`src/rtl/cc_wb_pkg.sv`:
```
// Shared types and default sizes for the register-file writeback front end.
package cc_wb_pkg;

    localparam int DATA_W_DEF     = 64;
    localparam int ADDR_W_DEF     = 5;
    localparam int FIFO_DEPTH_DEF = 4;

    // One register-file write request: destination and value.
    typedef struct packed {
        logic [ADDR_W_DEF-1:0] addr;
        logic [DATA_W_DEF-1:0] data;
    } wb_req_t;

endpackage

```
`src/rtl/wb_sync_fifo.sv`:
```
// Small synchronous FIFO for writeback requests. Push and pop may happen in
// the same cycle, including when full; DEPTH must be a power of two.
module wb_sync_fifo
    import cc_wb_pkg::*;
#(
    parameter type T     = wb_req_t,
    parameter int  DEPTH = FIFO_DEPTH_DEF
) (
    input  logic clk,
    input  logic reset,
    input  logic push,
    input  T     push_data,
    input  logic pop,
    output T     head,
    output logic full,
    output logic empty
);

    localparam int PW = $clog2(DEPTH);
    localparam logic [PW:0] FULL_CNT = (PW+1)'(DEPTH);

    T              mem_r [DEPTH];
    logic [PW-1:0] rd_ptr_r;
    logic [PW-1:0] wr_ptr_r;
    logic [PW:0]   count_r;
    logic          do_push_s;
    logic          do_pop_s;

    // Qualify requests: never pop when empty, never push when full unless a pop frees a slot.
    always_comb begin
        do_pop_s  = pop && (count_r != '0);
        do_push_s = push && ((count_r != FULL_CNT) || do_pop_s);
    end

    // Storage write; contents need no reset because the pointers define validity.
    always_ff @(posedge clk) begin
        if (do_push_s) begin
            mem_r[wr_ptr_r] <= push_data;
        end
    end

    // Pointers and occupancy; reset flushes the queue.
    always_ff @(posedge clk) begin
        if (reset) begin
            rd_ptr_r <= '0;
            wr_ptr_r <= '0;
            count_r  <= '0;
        end else begin
            if (do_push_s) begin
                wr_ptr_r <= wr_ptr_r + 1'b1;
            end
            if (do_pop_s) begin
                rd_ptr_r <= rd_ptr_r + 1'b1;
            end
            case ({do_push_s, do_pop_s})
                2'b10:   count_r <= count_r + 1'b1;
                2'b01:   count_r <= count_r - 1'b1;
                default: count_r <= count_r;
            endcase
        end
    end

    assign head  = mem_r[rd_ptr_r];
    assign full  = (count_r == FULL_CNT);
    assign empty = (count_r == '0);

endmodule

```
`src/rtl/reg_writeback_arbiter.sv`:
```
// Owns the register file write port: ALU writebacks take priority, queued
// measurement results fill idle cycles, and a pending scoreboard stalls decode
// on registers whose measurement result has not been committed yet.
module reg_writeback_arbiter
    import cc_wb_pkg::*;
#(
    parameter int DATA_W     = DATA_W_DEF,
    parameter int ADDR_W     = ADDR_W_DEF,
    parameter int FIFO_DEPTH = FIFO_DEPTH_DEF
) (
    input  logic                 clk,
    input  logic                 reset,
    input  logic                 alu_wr_en,
    input  logic [ADDR_W-1:0]    alu_wr_addr,
    input  logic [DATA_W-1:0]    alu_wr_data,
    input  logic                 meas_issue,
    input  logic [ADDR_W-1:0]    meas_issue_addr,
    input  logic                 meas_valid,
    output logic                 meas_ready,
    input  logic [ADDR_W-1:0]    meas_addr,
    input  logic [DATA_W-1:0]    meas_data,
    input  logic [ADDR_W-1:0]    rs_addr,
    input  logic [ADDR_W-1:0]    rt_addr,
    output logic                 stall,
    output logic                 wr_en,
    output logic [ADDR_W-1:0]    wr_addr,
    output logic [DATA_W-1:0]    wr_data,
    output logic [2**ADDR_W-1:0] pending,
    output logic                 wr_conflict
);

    localparam int NREG = 2**ADDR_W;

    typedef struct packed {
        logic [ADDR_W-1:0] addr;
        logic [DATA_W-1:0] data;
    } req_t;

    req_t              push_req_s;
    req_t              head_s;
    logic              fifo_full_s;
    logic              fifo_empty_s;
    logic              fifo_push_s;
    logic              fifo_pop_s;
    logic              meas_ready_s;

    logic              wr_en_r;
    logic [ADDR_W-1:0] wr_addr_r;
    logic [DATA_W-1:0] wr_data_r;
    logic              src_is_meas_r;
    logic              wr_conflict_r;
    logic [NREG-1:0]   pending_r;
    logic [NREG-1:0]   pending_nxt_s;

    // Handshake and arbitration: the FIFO head is only consumed when the ALU is idle.
    always_comb begin
        meas_ready_s = !fifo_full_s && !reset;
        fifo_push_s  = meas_valid && meas_ready_s;
        fifo_pop_s   = !alu_wr_en && !fifo_empty_s;
        push_req_s   = '{addr: meas_addr, data: meas_data};
    end

    wb_sync_fifo #(
        .T     (req_t),
        .DEPTH (FIFO_DEPTH)
    ) u_meas_fifo (
        .clk       (clk),
        .reset     (reset),
        .push      (fifo_push_s),
        .push_data (push_req_s),
        .pop       (fifo_pop_s),
        .head      (head_s),
        .full      (fifo_full_s),
        .empty     (fifo_empty_s)
    );

    // Output register stage: r0 writes are consumed but never raise wr_en.
    always_ff @(posedge clk) begin
        if (reset) begin
            wr_en_r       <= 1'b0;
            wr_addr_r     <= '0;
            wr_data_r     <= '0;
            src_is_meas_r <= 1'b0;
            wr_conflict_r <= 1'b0;
        end else if (alu_wr_en) begin
            wr_en_r       <= (alu_wr_addr != '0);
            wr_addr_r     <= alu_wr_addr;
            wr_data_r     <= alu_wr_data;
            src_is_meas_r <= 1'b0;
            wr_conflict_r <= (alu_wr_addr != '0) && pending_r[alu_wr_addr];
        end else if (!fifo_empty_s) begin
            wr_en_r       <= (head_s.addr != '0);
            wr_addr_r     <= head_s.addr;
            wr_data_r     <= head_s.data;
            src_is_meas_r <= 1'b1;
            wr_conflict_r <= 1'b0;
        end else begin
            wr_en_r       <= 1'b0;
            src_is_meas_r <= 1'b0;
            wr_conflict_r <= 1'b0;
        end
    end

    // Scoreboard update: clear on a presented measurement commit, then apply a new issue so it wins.
    always_comb begin
        pending_nxt_s = pending_r;
        if (wr_en_r && src_is_meas_r) begin
            pending_nxt_s[wr_addr_r] = 1'b0;
        end else begin
            pending_nxt_s[wr_addr_r] = pending_r[wr_addr_r];
        end
        if (meas_issue && (meas_issue_addr != '0)) begin
            pending_nxt_s[meas_issue_addr] = 1'b1;
        end else begin
            pending_nxt_s[meas_issue_addr] = pending_nxt_s[meas_issue_addr];
        end
        pending_nxt_s[0] = 1'b0;
    end

    // Scoreboard register; reset discards all outstanding measurements.
    always_ff @(posedge clk) begin
        if (reset) begin
            pending_r <= '0;
        end else begin
            pending_r <= pending_nxt_s;
        end
    end

    // Decode stall: r0 is never pending, and there is no forwarding path.
    always_comb begin
        stall = ((rs_addr != '0) && pending_r[rs_addr]) ||
                ((rt_addr != '0) && pending_r[rt_addr]);
    end

    assign meas_ready  = meas_ready_s;
    assign wr_en       = wr_en_r;
    assign wr_addr     = wr_addr_r;
    assign wr_data     = wr_data_r;
    assign pending     = pending_r;
    assign wr_conflict = wr_conflict_r;

endmodule

```
`config.mk`:
```
export PLATFORM = sky130hd
export DESIGN_NAME = reg_writeback_arbiter
export DESIGN_NICKNAME = d
export VERILOG_FILES = /design/src/rtl/cc_wb_pkg.sv /design/src/rtl/wb_sync_fifo.sv /design/src/rtl/reg_writeback_arbiter.sv
export SDC_FILE = /design/constraint.sdc
export NUM_CORES = 1
export LEC_CHECK = 0
export BUFFER_PORTS_ARGS = -buffer_cell sky130_fd_sc_hd__buf_2
export CAP_MARGIN = 30
export CORE_MARGIN = 4
export CORE_UTILIZATION = 50
export CTS_BUF_LIST = sky130_fd_sc_hd__clkbuf_8
export DETAILED_ROUTE_END_ITERATION = 16
export GPL_TIMING_DRIVEN = 0
export MAX_ROUTING_LAYER = met4
export PLACE_DENSITY = 0.69
export RECOVER_POWER = 50
export SYNTH_ARGS = -nofsm -noshare
export SYNTH_HDL_FRONTEND = slang
export SYNTH_SLANG_ARGS = --single-unit
```
`constraint.sdc`:
```
create_clock -name clk -period 3.6 [get_ports clk]
set_clock_uncertainty 0.1 [all_clocks]
set_input_delay 0.18 -clock clk [delete_from_list [all_inputs] [get_ports clk]]
set_output_delay 0.18 -clock clk [all_outputs]
set_load 0.1 [all_outputs]
```
Yosys cells after proc, flatten, opt, wreduce, memory -nomap -nowiden. Memories as Yosys holds them, arrays and structs flattened. A register that Yosys moved wholly into a read port is not among the register bits. Index checks and enable logic that the tools add are counted.

Flip-flop bits (word level): 111. Memory bits (writable): 276. Input port bits: 158. Output and inout bits: 105. Word-level logic and storage cells: 89. Memories kept: 1.

Add/sub/neg operators: 4. Order comparisons: 7. Equality and inequality tests: 5. Mux-type cells: 30. Bitwise logic cells: 4. Reductions and logical operators: 28.

Memory list: u_meas_fifo.mem_r (depth 4, width 69, read ports 1, clocked after memory_dff 1, write ports 1, RTL line wb_sync_fifo.sv:22) `T mem_r [DEPTH];`.

Operators by type and width (count): 64-bit two-way mux (2); 32-bit bitwise mux (2); 32-bit two-way mux (2); 32-bit AND (1); 32-bit inverter (1); 32-bit OR (1); 5-bit by 6-bit less-than comparator with 1-bit output, second input constant (5); 1-bit binary-select mux with 5-bit select (5); 5-bit nonzero test (5); 1-bit logical AND (12); 1-bit two-way mux (12); 1-bit demux with 5-bit select (2); 5-bit by 1-bit greater-or-equal comparator with 1-bit output, second input constant (2); 5-bit two-way mux (2); 3-bit case mux with 2 select lines (1); 2-bit by 1-bit adder with 2-bit output, second input constant (2); 1-bit logical NOT (4); 2-bit two-way mux (2); 2-bit OR reduction (2); 3-bit by 1-bit adder with 3-bit output, second input constant (1); 3-bit == test, second input constant (1); 3-bit logical NOT (1); 3-bit != test, second input constant (1); 3-bit nonzero test (1); other kinds (7) (8).

Logic depth before layout (Yosys ltp). Gate-level depths: netlist of the first run.

Depth in word-level cells: 11. Mapped depth: 11.

Cells and area by module. From an unflattened synthesis of the first run, not the netlist that was laid out.

Cells, all modules: 1220. Area, all modules: 17182.7 µm².

By module, submodules not included: wb_sync_fifo (instances 1, cells an instance 415, area an instance 10450.0 µm²); reg_writeback_arbiter (instances 1, cells an instance 805, area an instance 6732.7 µm²).

Least setup slack after synthesis of the first run. Ideal clock, no wire load.

Kind: flip-flop to flip-flop. Start: reg u_meas_fifo.count_r[1]. End: mem u_meas_fifo.mem_r[0][0] (netlist bit) (enable). Setup time: 435 ps. Data arrival time: 4054 ps. Path slack: -989 ps. Stages on the path, launching flop included: 4. Buffers on the path: 0. Clock period less this slack: 4589 ps. Path through: dfxtp_1 -> inv_1 -> a31oi_1 -> and3_1.

Elaborated cells on any way between the ends: 14. Those cells by class: eq/ne (2); mux (2); reduce/logical (10).

RTL lines: start: declaration (RTL line wb_sync_fifo.sv:25) `logic [PW:0] count_r;`; start signal: assignment (RTL line wb_sync_fifo.sv:56) `2'b10: count_r <= count_r + 1'b1;`; start signal: assignment (RTL line wb_sync_fifo.sv:57) `2'b01: count_r <= count_r - 1'b1;`; start signal: assignment (RTL line wb_sync_fifo.sv:58) `default: count_r <= count_r;`; 3-bit == test (RTL line wb_sync_fifo.sv:64) `assign full = (count_r == FULL_CNT);`; 1-bit logical NOT (RTL line reg_writeback_arbiter.sv:57) `meas_ready_s = !fifo_full_s && !reset;`; 1-bit logical AND (RTL line reg_writeback_arbiter.sv:57); via meas_ready (RTL line reg_writeback_arbiter.sv:19) `output logic meas_ready,`; 1-bit logical AND (RTL line reg_writeback_arbiter.sv:58) `fifo_push_s = meas_valid && meas_ready_s;`; 1-bit logical AND (RTL line wb_sync_fifo.sv:32) `do_push_s = push && ((count_r != FULL_CNT) || do_pop_s);`; 1-bit two-way mux (RTL line wb_sync_fifo.sv:37) `if (do_push_s) begin`; 1-bit two-way mux (not written as such) (RTL line wb_sync_fifo.sv:38) `mem_r[wr_ptr_r] <= push_data;`; end: declaration (RTL line wb_sync_fifo.sv:22).

The timed path passes the listed nets, and every way through them passes these cells.

Worst setup path in the final report of the first run.
Start: reg wr_addr_r[3], in the netlist wr_addr[3]. End: reg pending_r[4], in the netlist pending[4].

Cells in the longest elaborated chain, start to end: 11. Elaborated cells on any way between the ends: 16. Those cells by class: order compare (2); mux (10); bitwise (3); reduce/logical (1).

Ends and longest elaborated chain: start: declaration (RTL line reg_writeback_arbiter.sv:48) `logic [ADDR_W-1:0] wr_addr_r;`; start signal: assignment (RTL line reg_writeback_arbiter.sv:87) `wr_addr_r <= alu_wr_addr;`; start signal: assignment (RTL line reg_writeback_arbiter.sv:93) `wr_addr_r <= head_s.addr;`; 5-bit by 6-bit less-than comparator with 1-bit output (not written as such) or 5-bit by 1-bit greater-or-equal comparator with 1-bit output (tied branches) (RTL line reg_writeback_arbiter.sv:108, reg_writeback_arbiter.sv:110); 1-bit logical AND (not written as such) (RTL line reg_writeback_arbiter.sv:108, reg_writeback_arbiter.sv:110); 1-bit two-way mux (not written as such) (RTL line reg_writeback_arbiter.sv:108, reg_writeback_arbiter.sv:110); 1-bit demux with 5-bit select (RTL line reg_writeback_arbiter.sv:108, reg_writeback_arbiter.sv:110); 32-bit inverter (no line); 32-bit AND (no line); 32-bit two-way mux * (RTL line reg_writeback_arbiter.sv:107) `if (wr_en_r && src_is_meas_r) begin`; 1-bit binary-select mux with 5-bit select (RTL line reg_writeback_arbiter.sv:115) `pending_nxt_s[meas_issue_addr] = pending_nxt_s[meas_issue_addr];`; 1-bit two-way mux (not written as such) (RTL line reg_writeback_arbiter.sv:115); 32-bit bitwise mux (RTL line reg_writeback_arbiter.sv:115); 32-bit two-way mux * (RTL line reg_writeback_arbiter.sv:112) `if (meas_issue && (meas_issue_addr != '0)) begin`; end signal: assignment (RTL line reg_writeback_arbiter.sv:125) `pending_r <= pending_nxt_s;`; end: declaration (RTL line reg_writeback_arbiter.sv:52) `logic [NREG-1:0] pending_r;`.

Every way passes the cells marked *; elsewhere a longest branch is shown, timed or not. The select of a mux whose other input is x is not followed. A chain may end at the register's enable or synchronous reset.

==> results.ini, run 1 <==
[die]
fp.dieH_um=194
initial_core_util_pct=51.1
coreArea_mm2=0.0339
rows=67
die_w_um=194
dieArea_mm2=0.0377
ios=263

[clock_tree]
cts_root_buf=clkbuf_8
cts_tree=done
h-tree-depth=2
cts-resized-gates=0
path_clk_slew_ns=0.06
clockBufferDepth=3
cts-buffers-inserted=61
worstSkewPairLatency_ns=0.63
cts_sinks=388

[place]
portBuffers=256
globalplace.congestion=1.03
dpl.cell_count=1954
dp_hpwl_um=31600

[hold_path]
min_from=meas_issue_addr[1]
hp-class=in2reg
hold_end=pending[16]$_SDFF_PP0_
hold_path_depth=3

[setup_path]
cp.required_ns=4.02
startpoint_type=flop
r2r_end=pending[4]$_SDFF_PP0_
r2r-start=wr_addr[3]$_SDFFE_PP0P_
crit_fanout=10
r2r_setup_slack_ns=0.18
crit_path_end_kind=flop
path_class=reg2reg
reg2reg_depth=10
cp.arrival_ns=3.84

[yosys]
synth_top_flop_cell=edfxtp_1
syn_nets=1409
synthCells=1245
synth_edf_count=276
ys_ff_latch=388
yosysSeqAreaShare_pct=60.8
ys_types=76
synthArstFlopShare_pct=0
synth_area_mm2=0.0173
yosys_warnings=0
avgSynthCellArea_um2=13.9

[finish]
fill_cells=2599
stdcell_count=2216
multi_input_area_mm2=0.00635
layout-drive-gt1-share_pct=21.0
nets=1877
seq_area_mm2=0.0105
area_delta_synth_final_pct=25.7

[sta]
clock.fmax_ghz=0.292
finalCritPeriodShare_pct=95.0
min_period_ns=3.42
tns_ns=0
final_max_slew_viol_count=0
relSlewSlack_pct=19.4
worst_pin_slew_ns=1.21
grt_setup_unrepaired=false
setup_viol=0
hold_viol=0
hold_ws_ns=0.0939

[route]
wl_per_cell_um=21.9
first_iter_violations=1070
routed_wl_um=48500
drtPass1Iterations=6
antenna_left=0
via_count=12700
drc_errors=0
viasPerCell=5.74

[pwr]
powerDensity_mw_per_mm2=612
power_leakage_nw=7.94
irDropWorstVdd_v=0.000699

[global_route]
grt_max_degree=52
track_usage_pct=26.1
grt_pass1_wl_um=75100
antenna_found_initial=3
overflow=0
grt_pass1_vias=13100

[flow_run]
cap_violations=0

[status]
status=finished, final reports clean

cell usage in the layout (no fill, tap or decap), types with 9 or more instances in the layout:
cell type | Yosys | layout
nand3_1 | 11 | 11
inv_1 | 7 | 25
dfxtp_1 | 112 | 112
a211oi_1 | 24 | 24
clkbuf_1 | 43 | 171
buf_2 | 22 | 150
nand2_1 | 68 | 68
buf_1 | 15 | 15
a311oi_1 | 9 | 9
mux4_2 | 97 | 97
dlygate4sd3_1 | 0 | 144
a21oi_1 | 78 | 78
mux2i_1 | 90 | 90
clkinv_1 | 0 | 16
o21ai_0 | 22 | 22
a221oi_1 | 9 | 9
a31oi_1 | 26 | 26
edfxtp_1 | 276 | 276
nor3_1 | 14 | 14
clkbuf_8 | 0 | 71
nor2_1 | 175 | 175
how the worst max path moves through the flow:
stage / from / end / slack (ns)
5_1_grt: wr_addr[3]$_SDFFE_PP0P_ / pending[4]$_SDFF_PP0_ / 0.02
6_report: wr_addr[3]$_SDFFE_PP0P_ / pending[4]$_SDFF_PP0_ / 0.18
3_3_place_gp: wr_addr[0]$_SDFFE_PP0P_ / pending[23]$_SDFF_PP0_ / 0.66
3_5_place_dp: wr_addr[3]$_SDFFE_PP0P_ / pending[23]$_SDFF_PP0_ / 0.69
4_1_cts: wr_addr[1]$_SDFFE_PP0P_ / pending[4]$_SDFF_PP0_ / 0.26
2_1_floorplan: wr_addr[0]$_SDFFE_PP0P_ / pending[10]$_SDFF_PP0_ / 0.43
layout make-up:
class | instances | area share [%]
antenna | 3 | 0.0345
buffer | 87 | 1.87
clock buffer | 71 | 4.49
clock inverter | 44 | 1.01
inverter | 8 | 0.138
multi-input combinational | 762 | 29.2
sequential | 388 | 48.4
tap | 448 | 2.57
timing repair buffer | 405 | 12.3
state kept, by name, indices dropped and copies added, names as in the netlist, named ones only:
name	count
src_is_meas_r	1
wr_data	64
u_meas_fifo.wr_ptr_r	2
wr_addr	5
u_meas_fifo.count_r	3
u_meas_fifo.rd_ptr_r	2
pending	31
u_meas_fifo.mem_r	276
wr_en	1
wr_conflict	1
per-stage QoR:
step / area [um2] / setup slack (ns) / util, % / power (mW)
global route: 21800 / 0.0151 / 64.3 / 14.0
floorplan: 17300 / 0.431 / - / 8.74
finish: 21800 / 0.178 / 64.3 / 13.3
CTS: 21900 / 0.261 / 64.8 / 13.5
detailed placement: 19300 / 0.686 / 57.0 / 9.73
global placement: 19200 / 0.660 / 56.6 / 9.68
synth_stat cells, types with 11 or more instances:
library cell	count	area share, %
o21ai_0	22	0.64
edfxtp_1	276	48
nor2_1	175	3.8
buf_1	15	0.33
a31oi_1	26	0.94
a21oi_1	78	2.3
a211oi_1	24	1.0
mux2i_1	90	5.2
mux4_2	97	13
nand2_1	68	1.5
dfxtp_1	112	13
buf_2	22	0.64
clkbuf_1	43	0.93
nor3_1	14	0.40
nand3_1	11	0.32
kinds of logic after synthesis:
| family | after synthesis | share of synthesized area (%) |
|---|---|---|
| AOI/OAI and AO/OA | 225 | 8.91 |
| muxes | 193 | 18.2 |
| and+or+nand+nor | 330 | 8.70 |
| other | 1 | 0.0217 |
| DFF | 388 | 60.8 |
| adders and majority gates | 6 | 0.477 |
| xor gates and xnor gates | 7 | 0.354 |
| buffers and inverters | 95 | 2.53 |
layer usage:
| metal | wire [um] | track usage (%) | vias to the layer above |
|---|---|---|---|
| met1 | 19800 | 34.1 | 6228 |
| met4 | 1390 | 8.57 | 0 |
| met3 | 3810 | 4.95 | 96 |
| li1 | - | - | 5787 |
| met5 | 0 | - | - |
| met2 | 23400 | 41.7 | 601 |
power breakdown:
part / internal (mW) / leakage (nW) / switching [mW]
clock network: 1.87 / 0.685 / 1.70
registers: 5.11 / 3.43 / 0.160
logic: 1.57 / 3.83 / 2.91
total: 8.55 / 7.94 / 4.78
critical path, cell delays in order (launching register included):
cell           delay (ns)
dfxtp_1              0.58
nand2b_1             0.35
o32ai_1              0.12
o31ai_1              0.40
nor3b_2              0.31
buf_6                0.19
buf_2                0.25
a211oi_1             0.11
a221oi_1             0.23
a211oi_1             0.07
dlygate4sd3_1        0.59
repair_timing:
item	4_1_cts	5_1_grt
buffers inserted	0	0
hold buffers	144	0
endpoints found under the hold margin	369	0
(Power assumes the default switching activity.)
==> run 2: changes to the inputs <==
PLACE_DENSITY = 0.7   (was 0.69)
SYNTH_HIERARCHICAL = 1   (was default)
==> results.ini, run 2 <==
[route]
first_iter_violations=1002
via_count=12800
wl_per_cell_um=23.0
drc_errors=0
routed_wl_um=50600
antenna_left=0
viasPerCell=5.80
drtPass1Iterations=5

[yosys]
synth_top_flop_cell=edfxtp_1
yosysMostFrequentCell=edfxtp_1
synthCells=1220
ys_types=80
synth_area_mm2=0.0172
synth_top_area_share_pct=48.2
synthArstFlopShare_pct=0
ys_ff_latch=388
syn_nets=1384
avgSynthCellArea_um2=14.1
synth_edf_count=276
synth_commonest_cells=edfxtp_1, nor2_1, dfxtp_1
yosys_warnings=6
synth_area_leaders=edfxtp_1, dfxtp_1, mux4_2
yosys.area.top_type=edfxtp_1
yosysSeqAreaShare_pct=61.3

[place]
portBuffers=258
dp_hpwl_um=32600
dpl.cell_count=1931
globalplace.congestion=0.956
place_ws_ns=-0.368
place_area_mm2=0.0192

[pwr]
combPwrFrac_pct=16.9
p_int_mw=7.41
irDropWorstVdd_v=0.000441
switching_power_mw=3.03
clkPwrFrac_pct=35.0
pwr-share-seq_pct=48.1
power_leakage_nw=7.76
p_sw_share_pct=29.1
powerDensity_mw_per_mm2=483
finalPower_mw=10.4

[global_route]
grt_max_degree=58
track_usage_pct=27.3
grt_pass1_wl_um=77400
overflow=0
grt_pass1_vias=13100
antenna_found_initial=7

[finish]
layout-drive-gt1-share_pct=19.7
final_cell_mix=edfxtp_1, clkbuf_1, nor2_1, dlygate4sd3_1, dfxtp_1
stdcell_count=2200
nets=1856
area_delta_synth_final_pct=25.8
layout.cells.most_common=edfxtp_1
final_area_mm2=0.0216
largest_reg_flops=276
top_register=u_meas_fifo/mem_r

[die]
initial_core_util_pct=51.0
fp.dieH_um=193
coreArea_mm2=0.0337
dieArea_mm2=0.0374
ios=263
rows=67
die_w_um=193

[sta]
min_period_ns=3.50
clock.fmax_ghz=0.286
hold_viol=0
relSlewSlack_pct=15.6
worst_pin_slew_ns=1.27
fin_ws_ns=0.105
final_max_slew_viol_count=0
setup_viol=0
finalCritPeriodShare_pct=97.1
grt_setup_unrepaired=false

[clock_tree]
cts-buffers-inserted=66
path_clk_slew_ns=0.06
cts_root_buf=clkbuf_8
h-tree-depth=3
worstSkewPairLatency_ns=0.59
post_cts_buffers=0
clockBufferDepth=3
cts_tree=done
cts_sinks=388

[setup_path]
cp.required_ns=3.94
crit_fanout=10
crit_path_end_kind=flop
cp.arrival_ns=3.83
startpoint_type=flop
path_class=reg2reg

[hold_path]
hp-class=in2reg

[flow_run]
cap_violations=0

[status]
status=finished, final reports clean

-- run 2: cell count changes after synthesis, moves of 9 or more --
| cell | before | now |
|---|---|---|
| buf_2 | 22 | 12 |
| a211oi_2 | 3 | 14 |
| nor2_1 | 175 | 193 |
| a221oi_1 | 9 | 0 |
| nand2_1 | 68 | 43 |
| a31oi_1 | 26 | 14 |
| a21oi_1 | 78 | 90 |
| a211oi_1 | 24 | 13 |
| inv_1 | 7 | 16 |
-- run 2: final cells by class --
type | count | area (um2)
diodes | 8 | 20.0
plain buffers | 82 | 430
clock buffers | 76 | 1050
clock inverters | 44 | 178
fillers | 2565 | 12100
inverters | 16 | 60.1
multi-input cells | 733 | 6170
flip-flops and latches | 388 | 10500
well taps | 448 | 561
repair buffers | 405 | 2620
-- run 2: cell families after synthesis --
logic type / synth area share [%]
other: 0.0218
multiplexers: 18.5
XOR/XNOR: 0.306
buffers and inverters: 2.88
adder cells (fa/ha/maj): 0.481
flip-flops: 61.3
AO/OA/AOI/OAI: 8.16
AND/OR/NAND/NOR: 8.33
-- run 2: critical path, stage by stage, from the launching register on --
cell      delay [ns]
dfxtp_1         0.37
buf_2           0.22
buf_4           0.21
buf_2           0.22
nor2_1          0.55
nand2_1         0.21
a32oi_1         0.39
o211ai_1        0.15
a31oi_1         0.18
o211a_2         0.40
buf_6           0.25
a211oi_2        0.08
-- run 2: metrics by stage --
| stage | TNS [ns] | utilization, % | hold slack, ns |
|---|---|---|---|
| floorplan | 0 | - | 0.179 |
| global placement | -176.85 | 56.5 | 0.292 |
| detailed placement | -0.483 | 56.9 | 0.298 |
| CTS | 0 | 64.7 | 0.0166 |
| global route | 0 | 64.1 | 0.0497 |
| finish | 0 | 64.1 | 0.0738 |
-- run 2: worst paths after layout --
kind / from / endpoint / slack [ns] / cells after the start
max: wr_addr[0]$_SDFFE_PP0P_ / pending[21]$_SDFF_PP0_ / 0.10 / 11
min: meas_valid / u_meas_fifo/wr_ptr_r[1]$_SDFFE_PP0P_ / 0.07 / 4
max reg2reg: wr_addr[0]$_SDFFE_PP0P_ / pending[21]$_SDFF_PP0_ / 0.10 / 11
min reg2reg: u_meas_fifo/rd_ptr_r[1]$_SDFFE_PP0P_ / flop / 0.40 / 2
-- run 2: per-layer routing --
metal | track usage, % | part of all wire [%]
met5 | - | 0
met2 | 42.9 | 48
met4 | 9.23 | 3.5
met1 | 35.1 | 40
met3 | 6.66 | 8.9
-- run 2: what timing repair did --
| action | 4_1_cts | 5_1_grt |
|---|---|---|
| hold buffers | 142 | 0 |
| setup endpoints to repair | 2 | 20 |
| gates resized for setup | 1 | 1 |
| hold endpoints to repair | 351 | 0 |
| pin swaps | 0 | 0 |
-- run 2: power by group through the flow --
| stage | combinational [mW] | clock [mW] | sequential, mW |
|---|---|---|---|
| after floorplan | 0.700 | 0 | 5.60 |
| after detailed placement | 1.64 | 0 | 5.11 |
| after CTS | 1.77 | 3.74 | 5.02 |
| after global placement | 1.62 | 0 | 5.11 |
| after global routing | 1.86 | 3.98 | 5.03 |
| final | 1.77 | 3.65 | 5.02 |
